File: src/rtl/alu_mem_exec_unit.sv
// ---------------------------------------------------------------------------
// alu_mem_exec_unit
//
// Execute/memory slice of a single-cycle MIPS datapath. Holds the ALU control
// decoder, the 32-bit ALU and a word-addressed data memory. The ALU result is
// both the datapath result and the memory address.
//
// Ports:
//   clk          in   1   system clock; memory writes on the rising edge
//   rst          in   1   asynchronous active-high reset (clears memory)
//   alu_op       in   2   ALUOp from main control
//   func_code    in   6   instruction bits [5:0]
//   a            in  32   ALU operand A (rs)
//   b            in  32   ALU operand B (ALUSrc mux output)
//   write_data   in  32   store data (rt)
//   mem_read     in   1   enables read_data
//   mem_write    in   1   enables the memory write
//   alu_ctrl_out out  4   decoded ALU operation
//   alu_out      out 32   ALU result / memory address
//   zero         out  1   alu_out == 0
//   read_data    out 32   memory read data (0 when not reading)
// ---------------------------------------------------------------------------
module alu_mem_exec_unit #(
    parameter int MEM_DEPTH = 64,
    parameter int ADDR_W    = 6
) (
    input  logic        clk,
    input  logic        rst,
    input  logic [1:0]  alu_op,
    input  logic [5:0]  func_code,
    input  logic [31:0] a,
    input  logic [31:0] b,
    input  logic [31:0] write_data,
    input  logic        mem_read,
    input  logic        mem_write,
    output logic [3:0]  alu_ctrl_out,
    output logic [31:0] alu_out,
    output logic        zero,
    output logic [31:0] read_data
);

    localparam logic [3:0] OP_AND = 4'b0000;
    localparam logic [3:0] OP_OR  = 4'b0001;
    localparam logic [3:0] OP_ADD = 4'b0010;
    localparam logic [3:0] OP_SUB = 4'b0110;
    localparam logic [3:0] OP_SLT = 4'b0111;
    localparam logic [3:0] OP_NOR = 4'b1100;

    localparam logic [5:0] FN_ADD = 6'b100000;
    localparam logic [5:0] FN_SUB = 6'b100010;
    localparam logic [5:0] FN_AND = 6'b100100;
    localparam logic [5:0] FN_OR  = 6'b100101;
    localparam logic [5:0] FN_NOR = 6'b100111;
    localparam logic [5:0] FN_SLT = 6'b101010;

    logic [31:0]       mem [MEM_DEPTH];
    logic [ADDR_W-1:0] word_index;

    // ALU control decode
    always_comb begin
        alu_ctrl_out = OP_ADD;
        case (alu_op)
            2'b00: alu_ctrl_out = OP_ADD;
            2'b01: alu_ctrl_out = OP_SUB;
            2'b10: begin
                case (func_code)
                    FN_ADD:  alu_ctrl_out = OP_ADD;
                    FN_SUB:  alu_ctrl_out = OP_SUB;
                    FN_AND:  alu_ctrl_out = OP_AND;
                    FN_OR:   alu_ctrl_out = OP_OR;
                    FN_NOR:  alu_ctrl_out = OP_NOR;
                    FN_SLT:  alu_ctrl_out = OP_SLT;
                    default: alu_ctrl_out = OP_ADD;
                endcase
            end
            default: alu_ctrl_out = OP_ADD;
        endcase
    end

    // ALU: add/sub wrap modulo 2^32, no overflow detection
    always_comb begin
        alu_out = 32'h0;
        case (alu_ctrl_out)
            OP_AND:  alu_out = a & b;
            OP_OR:   alu_out = a | b;
            OP_ADD:  alu_out = a + b;
            OP_SUB:  alu_out = a - b;
            OP_SLT:  alu_out = {31'h0, ($signed(a) < $signed(b))};
            OP_NOR:  alu_out = ~(a | b);
            default: alu_out = 32'h0;
        endcase
    end

    assign zero = (alu_out == 32'h0);

    // Upper address bits are dropped, so addresses wrap modulo MEM_DEPTH.
    assign word_index = alu_out[ADDR_W-1:0];

    // Reset clears the whole array at once, which also drops any write that
    // would have landed on the same edge.
    always_ff @(posedge clk or posedge rst) begin
        if (rst) begin
            for (int i = 0; i < MEM_DEPTH; i++) begin
                mem[i] <= 32'h0;
            end
        end else if (mem_write) begin
            mem[word_index] <= write_data;
        end
    end

    // Combinational read: a same-address write shows up only after the edge.
    always_comb begin
        read_data = 32'h0;
        if (mem_read && !rst) begin
            read_data = mem[word_index];
        end
    end

endmodule

File: config.mk
export PLATFORM = sky130hd
export DESIGN_NAME = alu_mem_exec_unit
export DESIGN_NICKNAME = d
export VERILOG_FILES = /design/src/rtl/alu_mem_exec_unit.sv
export SDC_FILE = /design/constraint.sdc
export NUM_CORES = 2
export LEC_CHECK = 0
export CAP_MARGIN = 20
export CORE_MARGIN = 2
export CORE_UTILIZATION = 60
export CTS_CLUSTER_DIAMETER = 40
export CTS_CLUSTER_SIZE = 28
export DETAILED_ROUTE_END_ITERATION = 12
export PLACE_DENSITY = 0.76
export SYNTH_ARGS = -nofsm -noshare
export SYNTH_HDL_FRONTEND = slang
export SYNTH_SLANG_ARGS = --single-unit
File: constraint.sdc
create_clock -name clk -period 87.7 [get_ports clk]
set_input_delay 8.77 -clock clk [delete_from_list [all_inputs] [get_ports clk]]
set_output_delay 8.77 -clock clk [all_outputs]
set_load 0.02 [all_outputs]
==> flow_summary.json <==
{
  "min_from": "mem[215]",
  "critPathTopFamily": "buffers and inverters",
  "multi_input_area_mm2": 0.0448,
  "yosysSeqAreaShare_pct": 51.4,
  "drive_gt1_share_pct": 32.6,
  "chipWidth_um": 412,
  "synth_most_common_cell": "dfrtp_1",
  "postSynthAreaPerCell_um2": 11.4,
  "p_sw_share_pct": 32.2,
  "relSlewSlack_pct": 12.3,
  "required_ns": 78.93,
  "synth_top_area_cell": "dfrtp_1",
  "cp_max_fo": 178,
  "top_register": "mem",
  "p_clk_share_pct": 33.1,
  "fillers": 11500,
  "cts_tree": "built",
  "dieArea_mm2": 0.169,
  "p_seq_share_pct": 41.0,
  "ios": 177,
  "startpoint_type": "input pin",
  "synth_area_leaders": "dfrtp_1 51%, mux2_2 23%, nand2_1 4.8%",
  "cp_slowest_stage_delay_ns": 0.81,
  "setup_viol": 0,
  "rows": 149,
  "grt_overflow": 0,
  "track_usage_pct": 42.6,
  "drc_errors": 0,
  "worst_pin_slew_ns": 1.31,
  "first_iter_violations": 11400,
  "clock-sinks": 2048,
  "slew_violations": 0,
  "coreArea_mm2": 0.165,
  "yosysWarnings": 0,
  "first_pass_iters": 9,
  "grt_max_degree": 179,
  "synth_cells": 8753,
  "initial_core_util_pct": 60.4,
  "cts_max_level": 5,
  "period_needed_ns": 25.66,
  "hold_viol_final": 0,
  "cts_resized": 0,
  "grt_pass1_wl_um": 529000,
  "synthArstFlopShare_pct": 100,
  "max_freq_mhz": 39.0,
  "io_buffers": 176,
  "holdBufCountCts": 0,
  "synth-seq-cells": 2048,
  "rrSetupSlack_ns": 86.88,
  "r2r-start": "mem[1131]",
  "path_clk_slew_ns": 0.06,
  "nets": 8821,
  "r2r_cells": 1,
  "final_util_pct": 68.5,
  "largest_reg_flops": 2048,
  "cts_buffer_depth": 4,
  "p_per_area_mw_per_mm2": 31.9,
  "power.switching_w": 0.00116,
  "drt-vias-per-instance": 7.10,
  "drv_cap": 0,
  "power_leakage_nw": 51.7,
  "dpl.hpwl_um": 205000,
  "area_growth_pct": 13.4,
  "cp.arrival_ns": 16.89,
  "chipHeight_um": 412,
  "power.internal_w": 0.00244,
  "combPwrFrac_pct": 25.9,
  "syn_area_mm2": 0.0997,
  "timing.rr.end": "mem[1131]",
  "synthTopCellsByCount": "2048 x dfrtp_1, 2004 x mux2_2, 1275 x nand2_1",
  "met1_length_um": 130000,
  "rsz0062_at_grt": "no",
  "synth_edf_count": 0,
  "insertion_delay_ns": 0.92,
  "hold_depth": 1,
  "grt_pass1_vias": 77500,
  "synth_top_area_share_pct": 51.4,
  "antenna_found_initial": 26,
  "path_cells": "clkdlybuf4s50_1 > inv_1 > ha_1 > fa_1 > o21bai_2 > o2111ai_2 > a31oi_4 > nand4b_2 > a2111oi_4 > o21a_4 > clkinv_16 > buf_4 > nand2_2 > buf_4 > o22ai_1 > nor4_1 > nor3_1 > nor4_1 > clkdlybuf4s50_1",
  "finalCritPeriodShare_pct": 29.3,
  "irDropWorstVdd_v": 0.0000264,
  "crit_slowest_cell": "nor4_1",
  "syn-num-nets": 8962,
  "gp_congestion": 0.902,
  "worstSetupPathType": "input pin to output pin",
  "cts_setup_buffers": 0,
  "cts_buffers": 286,
  "cp_num_buf_inv": 6,
  "holdPathEnd": "mem[215]",
  "routed.top_layer": "met5",
  "drt_wl_total_um": 364000,
  "status": "complete, no violations",
  "vias": 78400,
  "dominantRegCellSynth": "dfrtp_1",
  "power.total_w": 0.00360,
  "hold_class": "flop to flop",
  "reg_top3": "mem (2048)",
  "end_kind": "output pin",
  "seq_area_mm2": 0.0512,
  "skew_ns": 0,
  "antenna_left": 0,
  "fin_tns_setup_ns": 0,
  "met2_wirelength_um": 151000,
  "clock-root-buffer": "clkbuf_16",
  "wl_met3_um": 52800,
  "ys_types": 95,
  "wl_per_cell_um": 33.0
}
final cells by class:
class | instances | area share, %
Clock buffer | 333 | 6.81
Inverter | 113 | 0.423
Antenna cell | 19 | 0.0421
Timing Repair Buffer | 401 | 3.48
Clock inverter | 169 | 1.84
Sequential cell | 2048 | 45.4
Tap cell | 2189 | 2.42
Multi-Input combinational cell | 5762 | 39.6
worst max-delay path by stage:
stage / start / to / cells after the start
6_report: a[0] / read_data[24] / 19
5_1_grt: alu_op[0] / read_data[13] / 21
4_1_cts: a[0] / read_data[5] / 19
3_5_place_dp: a[0] / read_data[5] / 19
3_3_place_gp: a[0] / read_data[5] / 19
2_1_floorplan: rst / read_data[31] / 7
layer usage:
metal | global-route usage, % | vias to the layer above
met4 | 29.6 | 38
met5 | 0.396 | -
met1 | 54.6 | 39500
li1 | - | 31100
met3 | 15.9 | 1743
met2 | 59.7 | 6024
placed cells by master, fill, tap and decap left out, drive strengths merged, types with 10 or more instances in the layout:
cell / n
clkbuf: 333
o221ai: 73
a211o: 12
inv: 161
a211oi: 85
o31ai: 20
bufinv: 30
a2111oi: 17
diode: 19
a221oi: 22
clkinv: 67
buf: 257
a32oi: 41
mux2i: 101
or3: 17
nor4: 34
clkdlybuf4s50: 144
o21ai: 165
o21bai: 10
o211ai: 71
and3: 83
nor2b: 13
a21oi: 148
o22ai: 145
a21o: 18
o22a: 16
a311oi: 109
a32o: 24
nor3: 62
mux2: 2076
nand3: 424
dfrtp: 2048
a31oi: 120
a221o: 24
nand2: 1279
clkinvlp: 24
ha: 99
nor2: 304
cells by family after synthesis:
kind of cell / count (synthesis) / synth area share, %
compound gates: 1215 / 8.74
simple gates: 2261 / 9.75
xor+xnor: 8 / 0.0703
mux: 2177 / 24.5
flops: 2048 / 51.4
fa+ha+maj: 101 / 1.28
buf+inv: 943 / 4.28
per-stage QoR:
stage	hold slack, ns	setup WS [ns]	instance area [um^2]	cells
floorplan	0.449	17.21	99700	8753
CTS	0.486	62.24	112000	11000
finish	0.485	62.04	113000	11000
global placement	0.459	62.26	102000	10500
detailed placement	0.475	62.25	103000	10500
global route	0.497	61.94	113000	11000
power by group through the flow:
stage               Combinational [W]  Clock [W]  Sequential, W
floorplan                    0.000648          0        0.00145
global placement             0.000862          0        0.00146
global route                 0.000982    0.00123        0.00152
CTS                          0.000902    0.00119        0.00147
detailed placement           0.000894          0        0.00148
finish                       0.000933    0.00119        0.00148
Power figures use the tool's default switching activity.
